--- src/rtl/key_collector_if.sv ---
// Bus between the group key queues / processor register path and the key collector.
// Signal names follow the existing group-block wiring (keyIn, Qempty, popQ, ...).
interface key_collector_if #(
  parameter int unsigned NUM_GROUPS = 4,
  parameter int unsigned CNT_W      = 16
);
  logic                     stop;
  logic [NUM_GROUPS*32-1:0] keyIn;
  logic [NUM_GROUPS-1:0]    Qempty;
  logic [NUM_GROUPS-1:0]    popQ;
  logic [31:0]              keyOut;
  logic                     keyValid;
  logic                     keyAck;
  logic [CNT_W-1:0]         keyCount;
  logic                     fifoFull;

  // Environment side: groups, stop source and the consumer.
  modport master (
    output stop, keyIn, Qempty, keyAck,
    input  popQ, keyOut, keyValid, keyCount, fifoFull
  );

  // Collector side.
  modport slave (
    input  stop, keyIn, Qempty, keyAck,
    output popQ, keyOut, keyValid, keyCount, fifoFull
  );
endinterface

--- src/rtl/key_collector.sv ---
// Key collector: round-robin drains show-ahead group key queues into a local FIFO and
// presents keys to the processor with a valid/ack handshake. Counts collected keys.
module key_collector #(
  parameter int unsigned NUM_GROUPS = 4,
  parameter int unsigned DEPTH      = 8,   // power of 2, >= 2
  parameter int unsigned CNT_W      = 16
) (
  input logic           clk,
  input logic           rst,
  key_collector_if.slave bus
);
  localparam int unsigned PtrW = $clog2(DEPTH);
  localparam int unsigned RrW  = (NUM_GROUPS > 1) ? $clog2(NUM_GROUPS) : 1;
  localparam logic [PtrW:0]  DepthL   = (PtrW+1)'(DEPTH);
  localparam logic [RrW-1:0] LastGrp  = RrW'(NUM_GROUPS - 1);

  logic [31:0]           mem_q [DEPTH];
  logic [PtrW-1:0]       wr_q, wr_d, rd_q, rd_d;
  logic [PtrW:0]         occ_q, occ_d;
  logic [RrW-1:0]        rr_q, rr_d;
  logic [CNT_W-1:0]      cnt_q, cnt_d;
  logic [RrW-1:0]        gnt_idx;
  logic                  gnt_vld;
  logic                  rd_en;
  logic [NUM_GROUPS-1:0] pop;
  logic [31:0]           wr_key;

  // Round-robin grant from rr; a same-cycle read never makes room for a write.
  always_comb begin
    int unsigned   g;
    logic [RrW-1:0] cand;
    g       = 0;
    cand    = '0;
    gnt_vld = 1'b0;
    gnt_idx = '0;
    if (!rst && !bus.stop && (occ_q < DepthL)) begin
      for (int unsigned i = 0; i < NUM_GROUPS; i++) begin
        g    = (int'(rr_q) + i) % NUM_GROUPS;
        cand = RrW'(g);
        if (!gnt_vld && !bus.Qempty[cand]) begin
          gnt_vld = 1'b1;
          gnt_idx = cand;
        end
      end
    end
    pop          = '0;
    pop[gnt_idx] = gnt_vld;
  end

  // Next-state for pointers, occupancy, rr and the saturating counter.
  always_comb begin
    wr_key = bus.keyIn[32*gnt_idx +: 32];
    rd_en  = bus.keyAck && (occ_q != '0);
    wr_d   = gnt_vld ? wr_q + 1'b1 : wr_q;
    rd_d   = rd_en ? rd_q + 1'b1 : rd_q;
    occ_d  = occ_q;
    unique case ({gnt_vld, rd_en})
      2'b10:   occ_d = occ_q + 1'b1;
      2'b01:   occ_d = occ_q - 1'b1;
      default: occ_d = occ_q;
    endcase
    rr_d = rr_q;
    if (gnt_vld) begin
      rr_d = (gnt_idx == LastGrp) ? '0 : gnt_idx + 1'b1;
    end
    cnt_d = cnt_q;
    if (gnt_vld && (cnt_q != '1)) begin
      cnt_d = cnt_q + 1'b1;
    end
  end

  // Control state with synchronous reset.
  always_ff @(posedge clk) begin
    if (rst) begin
      wr_q  <= '0;
      rd_q  <= '0;
      occ_q <= '0;
      rr_q  <= '0;
      cnt_q <= '0;
    end else begin
      wr_q  <= wr_d;
      rd_q  <= rd_d;
      occ_q <= occ_d;
      rr_q  <= rr_d;
      cnt_q <= cnt_d;
    end
  end

  // FIFO storage; captures the granted group's head key on the pop edge.
  always_ff @(posedge clk) begin
    if (gnt_vld) begin
      mem_q[wr_q] <= wr_key;
    end
  end

  // Output drive.
  always_comb begin
    bus.popQ     = pop;
    bus.keyOut   = mem_q[rd_q];
    bus.keyValid = (occ_q != '0);
    bus.fifoFull = (occ_q == DepthL);
    bus.keyCount = cnt_q;
  end
endmodule

--- src/flat_wrapper.sv ---
// flat-port wrapper written by rule: the top's interface ports become plain ports
module key_collector_flat 
#(
  parameter int unsigned NUM_GROUPS = 4,
  parameter int unsigned DEPTH      = 8,                      
  parameter int unsigned CNT_W      = 16
)
  (clk, rst, bus_stop, bus_keyIn, bus_Qempty, bus_keyAck, bus_popQ, bus_keyOut, bus_keyValid, bus_keyCount, bus_fifoFull);
  key_collector_if #(.NUM_GROUPS(NUM_GROUPS), .CNT_W(CNT_W)) bus_i ();
  input logic clk;
  input logic rst;
  input wire logic [$bits(bus_i.stop)-1:0] bus_stop;
  input wire logic [$bits(bus_i.keyIn)-1:0] bus_keyIn;
  input wire logic [$bits(bus_i.Qempty)-1:0] bus_Qempty;
  input wire logic [$bits(bus_i.keyAck)-1:0] bus_keyAck;
  output wire logic [$bits(bus_i.popQ)-1:0] bus_popQ;
  output wire logic [$bits(bus_i.keyOut)-1:0] bus_keyOut;
  output wire logic [$bits(bus_i.keyValid)-1:0] bus_keyValid;
  output wire logic [$bits(bus_i.keyCount)-1:0] bus_keyCount;
  output wire logic [$bits(bus_i.fifoFull)-1:0] bus_fifoFull;
  assign bus_i.stop = bus_stop;
  assign bus_i.keyIn = bus_keyIn;
  assign bus_i.Qempty = bus_Qempty;
  assign bus_i.keyAck = bus_keyAck;
  assign bus_popQ = bus_i.popQ;
  assign bus_keyOut = bus_i.keyOut;
  assign bus_keyValid = bus_i.keyValid;
  assign bus_keyCount = bus_i.keyCount;
  assign bus_fifoFull = bus_i.fifoFull;
  key_collector #(.NUM_GROUPS(NUM_GROUPS), .DEPTH(DEPTH), .CNT_W(CNT_W)) u_core (.clk(clk), .rst(rst), .bus(bus_i));
endmodule
--- config.mk ---
export PLATFORM = sky130hd
export DESIGN_NAME = key_collector_flat
export DESIGN_NICKNAME = d
export VERILOG_FILES = /design/src/rtl/key_collector_if.sv /design/src/rtl/key_collector.sv /design/src/flat_wrapper.sv
export SDC_FILE = /design/constraint.sdc
export NUM_CORES = 1
export LEC_CHECK = 0
export ABC_AREA = 1
export BUFFER_PORTS_ARGS = -buffer_cell sky130_fd_sc_hd__buf_2
export CAP_MARGIN = 20
export CORE_AREA = 3 3 232 177
export DETAILED_ROUTE_END_ITERATION = 16
export DIE_AREA = 0 0 235 180
export PLACE_DENSITY = 0.55
export SLEW_MARGIN = 15
export SYNTH_ARGS = -nofsm -noshare
export SYNTH_HDL_FRONTEND = slang
export SYNTH_SLANG_ARGS = --single-unit
--- constraint.sdc ---
create_clock -name clk -period 4.2 [get_ports clk]
set_clock_uncertainty 0.1 [all_clocks]
set_input_delay 0.42 -clock clk [delete_from_list [all_inputs] [get_ports clk]]
set_output_delay 0.42 -clock clk [all_outputs]
set_load 0.01 [all_outputs]
==> results of run 1 <==
placed cells by master, fill, tap and decap left out, types with 10 or more instances in the layout:
cell / instances
o22ai_1: 32
nand2_1: 164
a21oi_1: 26
buf_4: 18
xor2_1: 14
edfxtp_1: 256
nand3_1: 159
inv_1: 162
ha_1: 10
o21ai_0: 138
clkbuf_16: 29
dfxtp_1: 29
buf_2: 189
a31oi_1: 32
nor2_4: 10
nor2_1: 246
nor3_1: 10
report_power, final:
group / switching (mW) / internal, mW / total, mW
combinational: 1.83 / 0.808 / 2.64
clock: 1.08 / 1.51 / 2.59
sequential: 0.0865 / 3.40 / 3.49
total: 3.00 / 5.72 / 8.71
state kept, by name, indices dropped and copies added, names as in the netlist, named ones only:
| register | count |
|---|---|
| u_core.bus.keyCount | 16 |
| u_core.mem_q | 256 |
| u_core.occ_q | 4 |
| u_core.rd_q | 3 |
| u_core.rr_q | 2 |
| u_core.wr_q | 3 |
per-stage QoR:
stage | setup slack [ns] | util | instances | hold slack (ns) | total power, mW
3_5_place_dp | 0.825 | 0.383 | 2057 | 0.357 | 6.23
4_1_cts | 0.304 | 0.407 | 2109 | 0.150 | 8.83
2_1_floorplan | 0.877 | - | 1406 | 0.333 | 5.26
3_3_place_gp | 0.860 | 0.383 | 2057 | 0.347 | 6.21
5_1_grt | 0.0247 | 0.407 | 2109 | 0.180 | 9.24
6_report | 0.344 | 0.407 | 2109 | 0.164 | 8.71
path summary, 6_finish.rpt:
| path | from | end | slack, ns |
|---|---|---|---|
| hold reg to reg | u_core.rd_q[2] | flip-flop | 0.36 |
| setup reg to reg | u_core.rr_q[0] | u_core.mem_q[0][14] | 0.85 |
| hold / removal | rst | u_core.bus.keyCount[12] | 0.16 |
| setup / recovery | u_core.rr_q[0] | bus_popQ[3] | 0.34 |
layer usage:
layer  part of all wire  routed length (um)  track usage  vias to the layer above
met3              0.052                1960       0.0279                       47
met2               0.46               17200        0.276                      271
met5                  0                   0            0                        -
li1                   -                   -            -                     5091
met1               0.47               17600        0.246                     4958
met4              0.017                 642       0.0367                        0
area by class of cell:
class                           instances  area, sq um  share of cell area
Sequential cell                       287         8310               0.521
Multi-Input combinational cell        868         4210               0.264
Timing Repair Buffer                  213         1200              0.0753
Clock buffer                           33          741              0.0464
Tap cell                              520          651              0.0408
Inverter                              169          634              0.0398
Clock inverter                         19          201              0.0126
cell families (layout without fill, tap and decap cells):
logic type / Yosys count / count (layout)
AND/OR/NAND/NOR: 609 / 609
XOR/XNOR: 17 / 17
buffers and inverters: 251 / 434
AO/OA/AOI/OAI: 232 / 232
adder cells (fa/ha/maj): 10 / 10
flip-flops: 287 / 287
worst reg2reg max path, stage by stage, from the launching register on:
cell	delay, ns
dfxtp_1	0.54
inv_2	0.16
nand2_1	0.10
nand3_1	0.08
nand2_1	0.20
nand3_4	0.15
nor2_4	0.16
nor2_8	0.10
nand2_2	0.56
buf_4	0.47
nand2_1	0.11
nand3_1	0.08
nand2_1	0.22
==> flow_metrics.tcl, run 1 <==
set metrics [dict create \
    min_path_cells 2 \
    slowest_delay_ns 0.54 \
    final_area_sq_um 15900 \
    path_depth 14 \
    max-vdd-ir-drop_uv 323 \
    cts-resized-gates 0 \
    post_cts_buffers 0 \
    hold_path.class "input port to flip-flop" \
    cts.sinks 287 \
    cp_num_buf_inv 4 \
    yosysWarnings 0 \
    maxSlewViolCount 0 \
    numCtsBuffers 29 \
    die_w_um 235 \
    core.rowCount 63 \
    finalHoldViolCount 0 \
    cap_violations 0 \
    clock_latency_ns 0.56 \
    cp.arrival_ns 3.34 \
    path_common_cell "nand2_1" \
    synth_xor_area_frac 0.0110 \
    start_util 0.345 \
    clock_path_buffers 3 \
    cp_cell_sequence "inv_2 -> nand2_1 -> nand2_1 -> nand2_1 -> nand2_1 -> nand3_4 -> nor2_4 -> nor2_8 -> nand2_2 -> inv_2 -> ha_1 -> inv_1 -> nor2_1 -> buf_2" \
    grt.overflow.total 0 \
    layout-drive-gt1-share 0.183 \
    die_h_um 180 \
    grt_max_degree 107 \
    placedInstanceArea_sq_um 15000 \
    synth_fp_nets 1552 \
    yosys.area_share.simple 0.193 \
    cpLargestDelayFamily "simple AND/OR/NAND/NOR gates" \
    grt_pass1_vias 10069 \
    via_count 10367 \
    synth-edff-count 256 \
    netlist.area_leader.share 0.568 \
    synth_top_family_by_area "simple AND/OR/NAND/NOR gates" \
    grt_pass1_wl_mm 58.0 \
    wirelength_mm 37.4 \
    root_buffer "clkbuf_16" \
    path_class "flip-flop to output pin" \
    yosysUniqueCellTypes 35 \
    setup_viol 0 \
    synth_compound_area_frac 0.0933 \
    yosysSeqAreaShare 0.614 \
    ff2ff_path_depth 12 \
    h-tree-depth 1 \
    antenna_found_initial 0 \
    drc 0 \
    critPathSlowestCell "dfxtp_1" \
    synth.top_cells.by_count "edfxtp_1, nor2_1, nand2_1" \
    clk_pin_slew_ns 0.06 \
    syn_inst 1406 \
    yosysTopAreaCell "edfxtp_1" \
    critPathCaptureType "output pin" \
    cts_tree "done" \
    setup_tns_ns 0 \
    ys.flop_type "edfxtp_1" \
    drtIter0Drc 855 \
    area_growth_pct 17.9 \
    grt_use_total 0.172 \
    cp-start-kind "flip-flop" \
    nets 1714 \
    crit_required_ns 3.68 \
    netlist_top_cells_area "edfxtp_1, nor2_1, nand3_1" \
    yosys.area_share.adder 0.00925 \
    power_density_nw_per_um2 546 \
    period_share 0.918 \
    yosysMostFrequentCell "edfxtp_1" \
    async_flop_share 0 \
    syn-cell-area_sq_um 13500 \
    wl_per_cell_um 17.7 \
    relSlewSlack 0.457 \
    synth_mux_area_frac 0 \
    hpwl_mm 23.7 \
    fmax_mhz 259 \
    gp_congestion 0.819 \
    postSynthAreaPerCell_sq_um 9.62 \
    fillCellCount 3828 \
    status "finished clean" \
    viasPerCell 4.92 \
    rsz0062_at_grt "no" \
    dr.pass1.iters 5 \
    ant_nets 0 \
    port_buffers 189 \
    post-route-min-period_ns 3.86 \
    synth_seq_cells 287 \
    hold_buffers 0 \
    io-pin-count 190 \
    antenna_cells 0 \
    p_leak_nw 6.42 \
    core-area_sq_um 39200 \
    dieArea_sq_um 42300 \
    crit_fanout 37 \
    worst_slew_pin_slew_ns 0.815 \
]
Power figures use the tool's default switching activity.
==> run 2: changes to the inputs <==
--- a/config.mk
+++ b/config.mk
@@ -6,12 +6,13 @@
 export NUM_CORES = 1
 export LEC_CHECK = 0
 export ABC_AREA = 1
-export BUFFER_PORTS_ARGS = -buffer_cell sky130_fd_sc_hd__buf_2
 export CAP_MARGIN = 20
 export CORE_AREA = 3 3 232 177
+export CTS_CLUSTER_SIZE = 28
 export DETAILED_ROUTE_END_ITERATION = 16
 export DIE_AREA = 0 0 235 180
-export PLACE_DENSITY = 0.55
+export DONT_BUFFER_PORTS = 1
+export PLACE_DENSITY = 0.5
 export SLEW_MARGIN = 15
 export SYNTH_ARGS = -nofsm -noshare
 export SYNTH_HDL_FRONTEND = slang
==> run 2 against run 1 <==
Net effect: register-to-register slack better by 0.11 ns; sequential share of layout area is 3.5 points higher; worst hold slack got worse by 0.13 ns; combinational power down 9.1%; non-clock buffer count is 186 lower; critical path type unchanged; via count shrank 7.1%; flip-flop and latch count unchanged; core utilization is 2.5 points lower; largest cell class unchanged; sequential power about the same.
==> flow_metrics.tcl, run 2 (synthesis gave the netlist of run 1 again) <==
set metrics [dict create \
    status "finished clean" \
    max-vdd-ir-drop_uv 313 \
    cts-resized-gates 0 \
    post-route-min-period_ns 3.58 \
    grt_use_total 0.166 \
    antenna_found_initial 0 \
    setup_tns_ns 0 \
    largest_reg_flops 256 \
    finalNonFillerCells 1925 \
    crit_required_ns 3.68 \
    h-tree-depth 1 \
    nets 1528 \
    setup_viol 0 \
    clock_path_buffers 3 \
    hold_path.class "input port to flip-flop" \
    grt_pass1_wl_mm 55.2 \
    core-area_sq_um 39200 \
    path_depth 13 \
    dieArea_sq_um 42300 \
    drtIter0Drc 752 \
    path_class "flip-flop to output pin" \
    dr.pass1.iters 4 \
    layout-drive-gt1-share 0.0747 \
    dp_cells 1869 \
    cap_violations 0 \
    cp_cell_sequence "inv_2 -> nand2_1 -> nand2_1 -> nand2_1 -> nand2_4 -> nand2_1 -> nand3_1 -> nand2_2 -> nand2_2 -> inv_2 -> ha_1 -> inv_1 -> nor2_1" \
    p_leak_nw 5.62 \
    via_count 9633 \
    r2r_slack_ns 0.96 \
    die_w_um 235 \
    gp_congestion 0.833 \
    wl_per_cell_um 18.8 \
    cts_tree "done" \
    slowest_delay_ns 0.52 \
    clock_latency_ns 0.57 \
    grt.overflow.total 0 \
    root_buffer "clkbuf_16" \
    hpwl_mm 23.0 \
    cp.arrival_ns 3.06 \
    worst_slew_pin_slew_ns 0.935 \
    relSlewSlack 0.376 \
    critPathSlowestCell "dfxtp_1" \
    die_h_um 180 \
    cp-start-kind "flip-flop" \
    area_growth_pct 10.6 \
    cp_num_buf_inv 3 \
    final_cell_mix "edfxtp_1, nor2_1, nand2_1" \
    cts.sinks 287 \
    io-pin-count 190 \
    maxSlewViolCount 0 \
    grt_max_degree 65 \
    viasPerCell 5.00 \
    port_buffers 0 \
    ant_nets 0 \
    power_density_nw_per_um2 564 \
    start_util 0.345 \
    finalHoldViolCount 0 \
    cpLargestDelayFamily "simple AND/OR/NAND/NOR gates" \
    drc 0 \
    grt_pass1_vias 9118 \
    period_share 0.852 \
    min_path_cells 3 \
    post_cts_buffers 0 \
    layout_commonest_cell "edfxtp_1" \
    path_common_cell "nand2_1" \
    antenna_cells 0 \
    clk_pin_slew_ns 0.06 \
    critPathCaptureType "output pin" \
    fin_hold_ws_ns 0.0329 \
    rsz0062_at_grt "no" \
    core.rowCount 63 \
    fmax_mhz 279 \
    fillCellCount 3825 \
    largest_register "u_core.mem_q" \
    ff2ff_path_depth 10 \
    crit_fanout 29 \
    numCtsBuffers 29 \
    wirelength_mm 36.2 \
]
[run 2: cell types whose count changed in the layout (fill, tap and decap cells not counted), sizes merged]
| cell | before | now |
|---|---|---|
| clkinvlp | 0 | 3 |
| clkinv | 15 | 12 |
| clkbuf | 33 | 35 |
| dlygate4sd3 | 0 | 1 |
| inv | 169 | 171 |
| bufinv | 4 | 2 |
| buf | 213 | 26 |
[run 2: power breakdown]
group          internal [mW]  switching [mW]
sequential              3.40          0.0957
clock                   1.41            1.12
combinational          0.616            1.79
[run 2: final cells by class]
type | instances | area, sq um | area share
Clock inverter | 19 | 171 | 0.0115
Sequential cell | 287 | 8310 | 0.556
Tap cell | 520 | 651 | 0.0435
Inverter | 169 | 636 | 0.0425
Timing Repair Buffer | 27 | 230 | 0.0154
Clock buffer | 35 | 748 | 0.0500
Multi-Input combinational cell | 868 | 4210 | 0.281
[run 2: worst reg2reg max path, cell delays in order, from the launching register on]
cell,delay [ns]
dfxtp_1,0.52
inv_2,0.15
nand2_1,0.14
nand2_1,0.06
nand2_1,0.11
nand2_4,0.08
nand3_4,0.09
o21ai_2,0.19
or2_2,0.49
nor2_4,0.75
buf_4,0.29
[run 2: final timing paths]
| kind | start | endpoint |
|---|---|---|
| worst max register to register | u_core.rr_q[0] | u_core.mem_q[6][9] |
| worst min-delay path | rst | u_core.wr_q[2] |
| worst min register to register | u_core.rd_q[2] | u_core.rd_q[2] |
| worst max-delay path | u_core.rr_q[0] | bus_popQ[1] |
[run 2: metal layers]
metal  vias up  GRT usage  share of wire
met5         -          0              0
met4         0     0.0406          0.023
met3        52     0.0334          0.050
met2       232      0.259           0.45
met1      4639      0.236           0.48
li1       4710          -              -
[run 2: through the flow]
step | instance area [sq um] | worst slack (ns) | utilization | total power [mW]
floorplan | 13500 | 0.877 | - | 5.26
global placement | 14000 | 0.995 | 0.358 | 5.99
detailed placement | 14000 | 0.935 | 0.358 | 5.99
CTS | 14900 | 0.521 | 0.381 | 8.52
global route | 15000 | 0.321 | 0.382 | 8.91
finish | 15000 | 0.620 | 0.382 | 8.43
[run 2: what timing repair did]
action,4_1_cts,5_1_grt
endpoints found under the setup margin,0,0
hold buffers,1,0
endpoints found under the hold margin,19,0
==> run 3: changes to the inputs <==
--- a/config.mk
+++ b/config.mk
@@ -7,10 +7,10 @@
 export LEC_CHECK = 0
 export ABC_AREA = 1
 export CAP_MARGIN = 20
-export CORE_AREA = 3 3 232 177
+export CORE_AREA = 2 2 231 176
 export CTS_CLUSTER_SIZE = 28
 export DETAILED_ROUTE_END_ITERATION = 16
-export DIE_AREA = 0 0 235 180
+export DIE_AREA = 0 0 233 178
 export DONT_BUFFER_PORTS = 1
 export PLACE_DENSITY = 0.5
 export SLEW_MARGIN = 15
==> run 3 against run 2 <==
Net effect: maximum frequency down 0.18%; critical endpoint is now bus_popQ[3]; cell count fell by 0.16%; worst setup slack worse by 0.0065 ns; wire length increased by 1.5%; flip-flop and latch count unchanged; first-iteration DRC count down 12%; count of clock-buffer cells in the layout rose by 5; worst hold slack gained 0.046 ns; global-route usage up 1.2 points; core utilization barely moved.
==> flow_metrics.tcl, run 3 (synthesis gave the netlist of run 1 again) <==
set metrics [dict create \
    cp_cell_sequence "inv_2 -> nand2_1 -> nand2_1 -> nand2_1 -> nand2_4 -> nand3_4 -> nor2_4 -> nor2_8 -> nand2_2 -> inv_2 -> ha_1 -> inv_1 -> nor2_1" \
    min_path_cells 3 \
    slowest_delay_ns 0.53 \
    largest_register "u_core.mem_q" \
    port_buffers 0 \
    cts-resized-gates 0 \
    max-vdd-ir-drop_uv 286 \
    period_share 0.854 \
    area_growth_pct 10.6 \
    h-tree-depth 1 \
    root_buffer "clkbuf_16" \
    core.rowCount 63 \
    fillCellCount 3854 \
    wl_per_cell_um 19.1 \
    clk_pin_slew_ns 0.06 \
    drc 0 \
    setup_viol 0 \
    clock_latency_ns 0.54 \
    final_cell_mix "edfxtp_1, nor2_1, nand2_1" \
    grt.overflow.total 0 \
    p_leak_nw 5.61 \
    viasPerCell 5.02 \
    nets 1525 \
    dr.pass1.iters 5 \
    seq_area_sq_um 8310 \
    grt_pass1_wl_mm 56.1 \
    ant_nets 0 \
    layout_commonest_cell "edfxtp_1" \
    critPathSlowestCell "dfxtp_1" \
    grt_max_degree 65 \
    cap_violations 0 \
    ff2ff_path_depth 12 \
    worst_slew_pin_slew_ns 0.866 \
    pre_cts_slack_ns 1.01 \
    rr_startpoint "u_core.rr_q[0]" \
    hold_buffers 1 \
    gp_congestion 0.819 \
    dieArea_sq_um 41500 \
    hp-start "rst" \
    core-area_sq_um 39200 \
    p_total_mw 8.42 \
    crit_required_ns 3.68 \
    grt_use_total 0.177 \
    cpLargestDelayFamily "simple AND/OR/NAND/NOR gates" \
    hpwl_mm 22.8 \
    cp.arrival_ns 3.07 \
    finalHoldViolCount 0 \
    io-pin-count 190 \
    r2r_slack_ns 0.99 \
    cp-start-kind "flip-flop" \
    via_count 9646 \
    die_w_um 233 \
    numCtsBuffers 29 \
    cts.sinks 287 \
    fmax_mhz 279 \
    clock_path_buffers 3 \
    wirelength_mm 36.8 \
    hold_path.class "input port to flip-flop" \
    worstHoldEndpoint "u_core.wr_q[2]" \
    reg2reg_to "u_core.mem_q[2][26]" \
    multi_input_area_sq_um 4210 \
    drtIter0Drc 659 \
    rsz0062_at_grt "no" \
    antenna_cells 0 \
    post_cts_buffers 0 \
    path_class "flip-flop to output pin" \
    path_common_cell "nand2_1" \
    cts_tree "done" \
    cp_num_buf_inv 3 \
    crit_fanout 25 \
    post-route-min-period_ns 3.59 \
    relSlewSlack 0.423 \
    setup_tns_ns 0 \
    maxSlewViolCount 0 \
    start_util 0.345 \
    critPathCaptureType "output pin" \
    die_h_um 178 \
    fin_ws_ns 0.613 \
    largest_reg_flops 256 \
    grt_pass1_vias 9264 \
    layout-drive-gt1-share 0.0706 \
    antenna_found_initial 0 \
    status "finished clean" \
    power_density_nw_per_um2 563 \
]
run 3: per-layer routing:
layer	wire length (um)	up-vias	track usage
li1	-	4707	-
met1	17300	4648	0.247
met2	16800	240	0.288
met3	1740	51	0.0288
met4	956	0	0.0478
met5	0	-	0
run 3: worst max-delay path by stage:
stage                   startpoint                  to  cells past startpoint
global placement          bus_stop  u_core.mem_q[1][1]                      7
finish              u_core.rr_q[0]         bus_popQ[3]                     13
detailed placement  u_core.rr_q[0]  u_core.mem_q[1][1]                     12
global route        u_core.rr_q[0]         bus_popQ[3]                     13
CTS                 u_core.rr_q[0]         bus_popQ[1]                     13
floorplan                 bus_stop  u_core.mem_q[1][0]                      7
run 3: where the power goes:
part | total [mW] | leakage [nW] | internal [mW] | switching (mW)
clock network | 2.52 | 0.439 | 1.46 | 1.06
logic | 2.40 | 2.61 | 0.621 | 1.78
registers | 3.50 | 2.56 | 3.40 | 0.101
run 3: cell type report:
class,count,area share
inverters,169,0.0425
well taps,520,0.0435
clock inverters,14,0.00978
flip-flops and latches,287,0.555
multi-input cells,868,0.281
clock buffers,40,0.0512
repair buffers,24,0.0164
run 3: per-stage QoR:
stage	utilization	hold slack [ns]	cell area (sq um)	std cells
2_1_floorplan	-	0.333	13500	1406
3_3_place_gp	0.358	0.352	14000	1867
3_5_place_dp	0.358	0.355	14000	1867
4_1_cts	0.382	0.0545	15000	1922
5_1_grt	0.382	0.0817	15000	1922
6_report	0.382	0.0787	15000	1922
run 3: worst reg2reg max path, cell delays in order, from the launching register on:
cell	delay (ns)
dfxtp_1	0.53
inv_2	0.15
nand2_1	0.11
nand3_1	0.08
nand2_1	0.19
nand3_4	0.14
nor2_4	0.16
nor2_8	0.10
nand2_2	0.34
buf_4	0.52
nand2_1	0.14
nand3_1	0.09
nand2_1	0.24
